[src/rtl/fetch_queue.sv]
// fetch_queue: instruction-fetch front end for the single-cycle MIPS core.
// Holds the fetch PC and issues one word read at a time to a variable-latency
// instruction memory (req/ack). Returned words are buffered with their PCs in a
// DEPTH-entry FIFO that the core drains through a valid/ready handshake. A
// redirect flushes the FIFO and restarts fetch at a new address. An ack for a
// request that was in flight when the redirect arrived is swallowed.
//
// Build option: define FETCH_BYPASS_EN so that a word returning into an empty
// FIFO is presented to the core in the same cycle. Without it, all core-facing
// outputs come from registers and have a one-cycle fill latency.
module fetch_queue #(
  parameter int          DEPTH    = 4,
  parameter logic [31:0] RESET_PC = 32'h0000_0000
) (
  input  logic        clock,
  input  logic        Reset,
  input  logic        redirect,
  input  logic [31:0] redirect_pc,
  output logic        mem_req,
  output logic [31:0] mem_addr,
  input  logic        mem_ack,
  input  logic [31:0] mem_rdata,
  output logic        inst_valid,
  output logic [31:0] instruction,
  output logic [31:0] inst_pc,
  input  logic        inst_ready
);

  localparam int PTR_W = $clog2(DEPTH);
  localparam int CNT_W = PTR_W + 1;

  typedef enum logic [1:0] {
    S_IDLE,
    S_WAIT,
    S_DISCARD
  } state_t;

  // Fetch sequencing state
  state_t      state_reg;
  logic [31:0] fetch_pc_reg;
  logic        mem_req_reg;
  logic [31:0] mem_addr_reg;

  // FIFO storage (no reset: contents are only meaningful below count)
  logic [31:0] pc_mem   [DEPTH];
  logic [31:0] word_mem [DEPTH];

  // FIFO bookkeeping and registered head
  logic [PTR_W-1:0] rd_ptr_reg, rd_ptr_next;
  logic [PTR_W-1:0] wr_ptr_reg, wr_ptr_next;
  logic [CNT_W-1:0] count_reg,  count_next;
  logic             valid_reg;
  logic [31:0]      head_pc_reg,   head_pc_next;
  logic [31:0]      head_word_reg, head_word_next;

  logic [31:0]      redirect_aligned;
  logic [PTR_W-1:0] rd_ptr_inc;
  logic             ack_wait;
  logic             space_ok;
  logic             pop_fifo;
  logic             bypass_hit;
  logic             bypass_take;
  logic             push;

  // The two low address bits of a redirect target are dropped by design.
  logic unused_pc_bits;
  assign unused_pc_bits = &{1'b0, redirect_pc[1:0]};

  assign redirect_aligned = {redirect_pc[31:2], 2'b00};
  assign rd_ptr_inc       = rd_ptr_reg + PTR_W'(1);
  assign ack_wait         = (state_reg == S_WAIT) && mem_ack;
  assign space_ok         = count_reg < CNT_W'(DEPTH);

  // A redirect voids any pop in the same cycle: the head is being thrown away.
  assign pop_fifo = valid_reg && inst_ready && !redirect;

`ifdef FETCH_BYPASS_EN
  // Word arriving into an empty FIFO is shown to the core immediately; if the
  // core takes it this cycle it never enters the FIFO.
  assign bypass_hit  = (count_reg == '0) && ack_wait && !redirect;
  assign bypass_take = bypass_hit && inst_ready;
`else
  assign bypass_hit  = 1'b0;
  assign bypass_take = 1'b0;
`endif

  // Only an ack for a live (non-discarded, non-redirected) request is stored.
  assign push = ack_wait && !redirect && !bypass_take;

  // Next-state for FIFO pointers, occupancy and the registered head entry
  always_comb begin
    rd_ptr_next    = rd_ptr_reg;
    wr_ptr_next    = wr_ptr_reg;
    count_next     = count_reg;
    head_pc_next   = head_pc_reg;
    head_word_next = head_word_reg;
    if (redirect) begin
      rd_ptr_next    = '0;
      wr_ptr_next    = '0;
      count_next     = '0;
      head_pc_next   = '0;
      head_word_next = '0;
    end else begin
      if (push) begin
        wr_ptr_next = wr_ptr_reg + PTR_W'(1);
      end
      if (pop_fifo) begin
        rd_ptr_next = rd_ptr_inc;
      end
      count_next = count_reg + CNT_W'(push) - CNT_W'(pop_fifo);
      if (pop_fifo) begin
        if (count_reg > CNT_W'(1)) begin
          // Following entry is already in storage.
          head_pc_next   = pc_mem[rd_ptr_inc];
          head_word_next = word_mem[rd_ptr_inc];
        end else if (push) begin
          // Last entry leaves while a new one arrives: it becomes the head.
          head_pc_next   = fetch_pc_reg;
          head_word_next = mem_rdata;
        end
      end else if (push && (count_reg == '0)) begin
        head_pc_next   = fetch_pc_reg;
        head_word_next = mem_rdata;
      end
    end
  end

  // Write returned words into FIFO storage at the tail
  always_ff @(posedge clock) begin
    if (push) begin
      pc_mem[wr_ptr_reg]   <= fetch_pc_reg;
      word_mem[wr_ptr_reg] <= mem_rdata;
    end
  end

  // Register FIFO pointers, occupancy and head outputs
  always_ff @(posedge clock) begin
    if (!Reset) begin
      rd_ptr_reg    <= '0;
      wr_ptr_reg    <= '0;
      count_reg     <= '0;
      valid_reg     <= 1'b0;
      head_pc_reg   <= '0;
      head_word_reg <= '0;
    end else begin
      rd_ptr_reg    <= rd_ptr_next;
      wr_ptr_reg    <= wr_ptr_next;
      count_reg     <= count_next;
      valid_reg     <= (count_next != '0);
      head_pc_reg   <= head_pc_next;
      head_word_reg <= head_word_next;
    end
  end

  // Fetch FSM: one outstanding request, request/address held until ack
  always_ff @(posedge clock) begin
    if (!Reset) begin
      state_reg    <= S_IDLE;
      fetch_pc_reg <= RESET_PC;
      mem_req_reg  <= 1'b0;
      mem_addr_reg <= RESET_PC;
    end else begin
      case (state_reg)
        S_IDLE: begin
          if (redirect) begin
            fetch_pc_reg <= redirect_aligned;
          end else if (space_ok) begin
            mem_req_reg  <= 1'b1;
            mem_addr_reg <= fetch_pc_reg;
            state_reg    <= S_WAIT;
          end
        end
        S_WAIT: begin
          if (redirect) begin
            fetch_pc_reg <= redirect_aligned;
            if (mem_ack) begin
              // Data returned in the redirect cycle is simply dropped.
              mem_req_reg <= 1'b0;
              state_reg   <= S_IDLE;
            end else begin
              // Request must still complete on the bus; its data is junk now.
              state_reg <= S_DISCARD;
            end
          end else if (mem_ack) begin
            fetch_pc_reg <= fetch_pc_reg + 32'd4;
            mem_req_reg  <= 1'b0;
            state_reg    <= S_IDLE;
          end
        end
        S_DISCARD: begin
          if (redirect) begin
            fetch_pc_reg <= redirect_aligned;
          end
          if (mem_ack) begin
            mem_req_reg <= 1'b0;
            state_reg   <= S_IDLE;
          end
        end
        default: begin
          mem_req_reg <= 1'b0;
          state_reg   <= S_IDLE;
        end
      endcase
    end
  end

  assign mem_req  = mem_req_reg;
  assign mem_addr = mem_addr_reg;

  assign inst_valid  = valid_reg || bypass_hit;
  assign instruction = bypass_hit ? mem_rdata    : head_word_reg;
  assign inst_pc     = bypass_hit ? fetch_pc_reg : head_pc_reg;

endmodule

[config.mk]
export PLATFORM = sky130hd
export DESIGN_NAME = fetch_queue
export DESIGN_NICKNAME = d
export VERILOG_FILES = /design/src/rtl/fetch_queue.sv
export SDC_FILE = /design/constraint.sdc
export NUM_CORES = 1
export LEC_CHECK = 0
export CORE_MARGIN = 4
export CORE_UTILIZATION = 50
export CTS_BUF_LIST = sky130_fd_sc_hd__clkbuf_8
export DETAILED_ROUTE_END_ITERATION = 8
export GPL_TIMING_DRIVEN = 1
export PLACE_DENSITY_LB_ADDON = 0.25
export SLEW_MARGIN = 20
export SYNTH_ARGS = -nofsm -noshare
export SYNTH_HDL_FRONTEND = slang
export SYNTH_SLANG_ARGS = --single-unit
[constraint.sdc]
create_clock -name clock -period 5.5 [get_ports clock]
set_input_delay 1.1 -clock clock [delete_from_list [all_inputs] [get_ports clock]]
set_output_delay 1.1 -clock clock [all_outputs]
set_load 0.02 [all_outputs]
==> summary.md <==
| Metric | Value |
|---|---|
| Status | `finished clean` |
| Slew HR | `0.317` |
| Sw Pwr | `around 0.0013 W` |
| WL/cell | `a little under 20 um` |
| Synthesis-stage register bit count | `roughly 380` |
| Setup bufs post-CTS | `0` |
| Number of cells on the worst reg-to-reg path | `9` |
| Synthesized area | `15300 um^2` |
| Syn. warnings | `0` |
| Arr. time, crit path | `approximately 4.1 ns` |
| Gpl congestion | `approximately 0.83` |
| Main flop type after synthesis | `edfxtp_1` |
| Period minus WS final | `3.64 ns` |
| Routed Antenna Nets | `0` |
| Crit path launch type | `input port` |
| Async set-reset flop share out of synthesis | `0` |
| Vias per cell | `between 5 and 6` |
| Combinational share of power | `0.055` |
| Max incr delay on CP | `0.76 ns` |
| Int Power | `roughly 0.0044 W` |
| Initial antenna violation count | `0` |
| Vias in the first global route | `approximately 9700` |
| Area Overhead vs Synth | `20.3%` |
| Reg clk slew, reported paths | `0.06 ns` |
| Top Usage Layer GRT | `met2` |
| Sequential area share after synthesis | `0.662` |
| RR Endpoint | `inst_pc[26]` |
| Worst min-delay path startpoint | `mem_addr[9]` |
| Setup crit end kind | `register` |
| Top cells by area, synth | `edfxtp_1 49%, dfxtp_1 17%, mux4_2 9.1%` |
| R2R Path Start | `state_reg[0]` |
| Sw frac | `0.229` |
| WL final | `approximately 34 mm` |
| IO Port Bufs | `160` |
| Final Skew | `0.0280 ns` |
| Die ar. | `33400 um^2` |
| Dpl hpwl | `19.6 mm` |
| Top-area cell type share of the netlist area | `0.488` |
| Worst-margin pin slew | `1.02 ns` |
| Power Density | `313 nW/um^2` |
| Max reg flops | `128` |
| Core area | `29900 um^2` |
| Ant diodes | `0` |
| Sink of the worst hold path | `mem_addr[9]` |
| Slowest CP cell | `a2bb2oi_4` |
| GR Layer Usage met1 | `0.278` |
| Worst VDD drop | `roughly 0.17 mV` |
| Buf+Inv Stages, Crit Path | `4` |
| Std cell rows | `63` |
| Clock latency at the later pin of the worst-skew pair | `0.59 ns` |
| Initial core utilization | `0.511` |
| Hold-fix buffers, CTS | `0` |
| Syn_area_per_cell | `13.9 um^2` |
| Share of post-route cells with drive strength above 1 | `0.135` |
| Largest net degree at the start of global routing | `65` |
| Hold path cells | `2` |
| Reg with most FFs | `word_mem` |
| Boundary Pins | `167` |
| Power Total | `0.00574 W` |
| Placed instance area | `17200 um^2` |
| Final Hold Viols | `0` |
| CTS max path bufs | `3` |
| Via count | `9712` |
| Clock Power Share | `0.391` |
| Met2 Use GR | `0.329` |
| Synth cell types | `62` |
| Crit path depth | `10` |
| EDFF count, synth | `approximately 250` |
| R2R Setup Slk | `2.33 ns` |
| # H-tree levels | `2` |
| CTS tree | `done` |
| TritonCTS buffer count | `59` |
| DR pass1 iterations | `6` |
| Fin crit share | `0.663` |
| Pins Over Slew Limit | `0` |
| Fin util | `0.615` |
| Final Cell Area | `18400 um^2` |
| Worst Hold Class | `reg2reg` |
| Maxcap violations | `0` |
| Leak pwr | `6.43 nW` |
| Count leader, synth | `edfxtp_1` |
| Crit Path Max Fanout | `48` |
| Non-Filler Instances | `1689` |
| Final setup viols | `0` |
| Sequential power share | `0.554` |
| Commonest cells post-synth | `248 x edfxtp_1, 133 x dfxtp_1, 118 x a21oi_1` |
| First-pass GRT wire length | `53.2 mm` |
| Cell family with most CP delay | `compound AO/OA/AOI/OAI gates` |
| Nets | `1333` |
| First DRT Iteration DRCs | `773` |
| WS Path Type | `in2reg` |
| CTS Root Buffer Type | `clkbuf_8` |
| RSZ-0062 raised after global routing | `no` |
| Chip Height | `183 um` |
| Post_cts resized | `0` |
| GRT Total Usage | `0.199` |
| WP data required | `6.00 ns` |
| Cells after synthesis | `1097` |
| Inst Count DP | `1579` |
| Synth area leader | `edfxtp_1` |
| CP cell instances | `clkdlybuf4s50_1 > buf_4 > nor2b_1 > and2_1 > inv_1 > nor4_1 > a2bb2oi_4 > buf_12 > o21ai_0 > a21oi_1` |
| Met3 Resource Use GR | `0.0379` |
| DRC | `0` |
| Max Freq | `about 270 MHz` |
| Die Wd | `between 150 and 200 um` |
| Num Clock Sinks | `381` |
| GRT overflow | `0` |
| Setup TNS | `0 ns` |
-- power by group through the flow --
| stage | Clock [W] | Combinational [W] | Sequential (W) |
|---|---|---|---|
| 2_1_floorplan | 0 | 0.000157 | 0.00322 |
| 3_3_place_gp | 0 | 0.000308 | 0.00324 |
| 3_5_place_dp | 0 | 0.000313 | 0.00324 |
| 4_1_cts | 0.00231 | 0.000315 | 0.00318 |
| 5_1_grt | 0.00244 | 0.000343 | 0.00319 |
| 6_report | 0.00225 | 0.000314 | 0.00318 |
-- kinds of logic (layout without fill, tap and decap cells) --
logic type / Yosys count / count (layout) / synth area share
xor gates and xnor gates: 3 / 3 / 0.00172
and+or+nand+nor: 223 / 223 / 0.0697
buffers and inverters: 98 / 297 / 0.0262
DFF: 381 / 381 / 0.662
muxes: 126 / 126 / 0.133
AOI/OAI and AO/OA: 251 / 251 / 0.0945
adders and majority gates: 14 / 14 / 0.0120
other: 1 / 4 / 0.000246
-- placed cells by master (no fill, tap or decap), drive strengths merged, types with 24 or more instances in the layout --
cell           netlist  layout
mux2i               64      64
nand2              103     103
mux4                62      62
a21oi              118     118
inv                 15      34
nor2                37      37
o21ai               77      77
clkinv               0      24
clkbuf              59      62
edfxtp             248     248
dfxtp              133     133
clkdlybuf4s50        0     160
-- tightest hold or removal path, stage by stage, from the launching register on --
cell     delay, ns
dfxtp_1       0.31
nand2_1       0.05
a21oi_1       0.05
-- stage by stage --
step | worst slack (ns) | hold slack, ns
2_1_floorplan | 2.22 | 0.455
3_3_place_gp | 1.38 | 0.448
3_5_place_dp | 1.25 | 0.448
4_1_cts | 1.85 | 0.460
5_1_grt | 1.51 | 0.483
6_report | 1.86 | 0.456
-- routing by layer --
| metal | wire [um] | vias to the layer above |
|---|---|---|
| li1 | - | 4517 |
| met3 | 2380 | 40 |
| met4 | 429 | 0 |
| met5 | 0 | - |
| met2 | 16300 | 349 |
| met1 | 14500 | 4806 |
-- area by class of cell --
type,instances,area (um^2)
fill,2309,11500
sequential,381,10100
multi-input combinational,621,4830
timing repair buffer,172,1740
clock buffer,62,853
tap,390,488
clock inverter,48,283
inverter,15,56.3
-- how the worst max path moves through the flow --
stage / start / end / slack (ns)
floorplan: redirect / pc_mem[0][10] / 2.22
global placement: redirect / inst_pc[28] / 1.38
detailed placement: redirect / instruction[7] / 1.25
CTS: redirect / instruction[2] / 1.85
global route: redirect / instruction[4] / 1.51
finish: redirect / inst_pc[26] / 1.86
(Power assumes the default switching activity.)
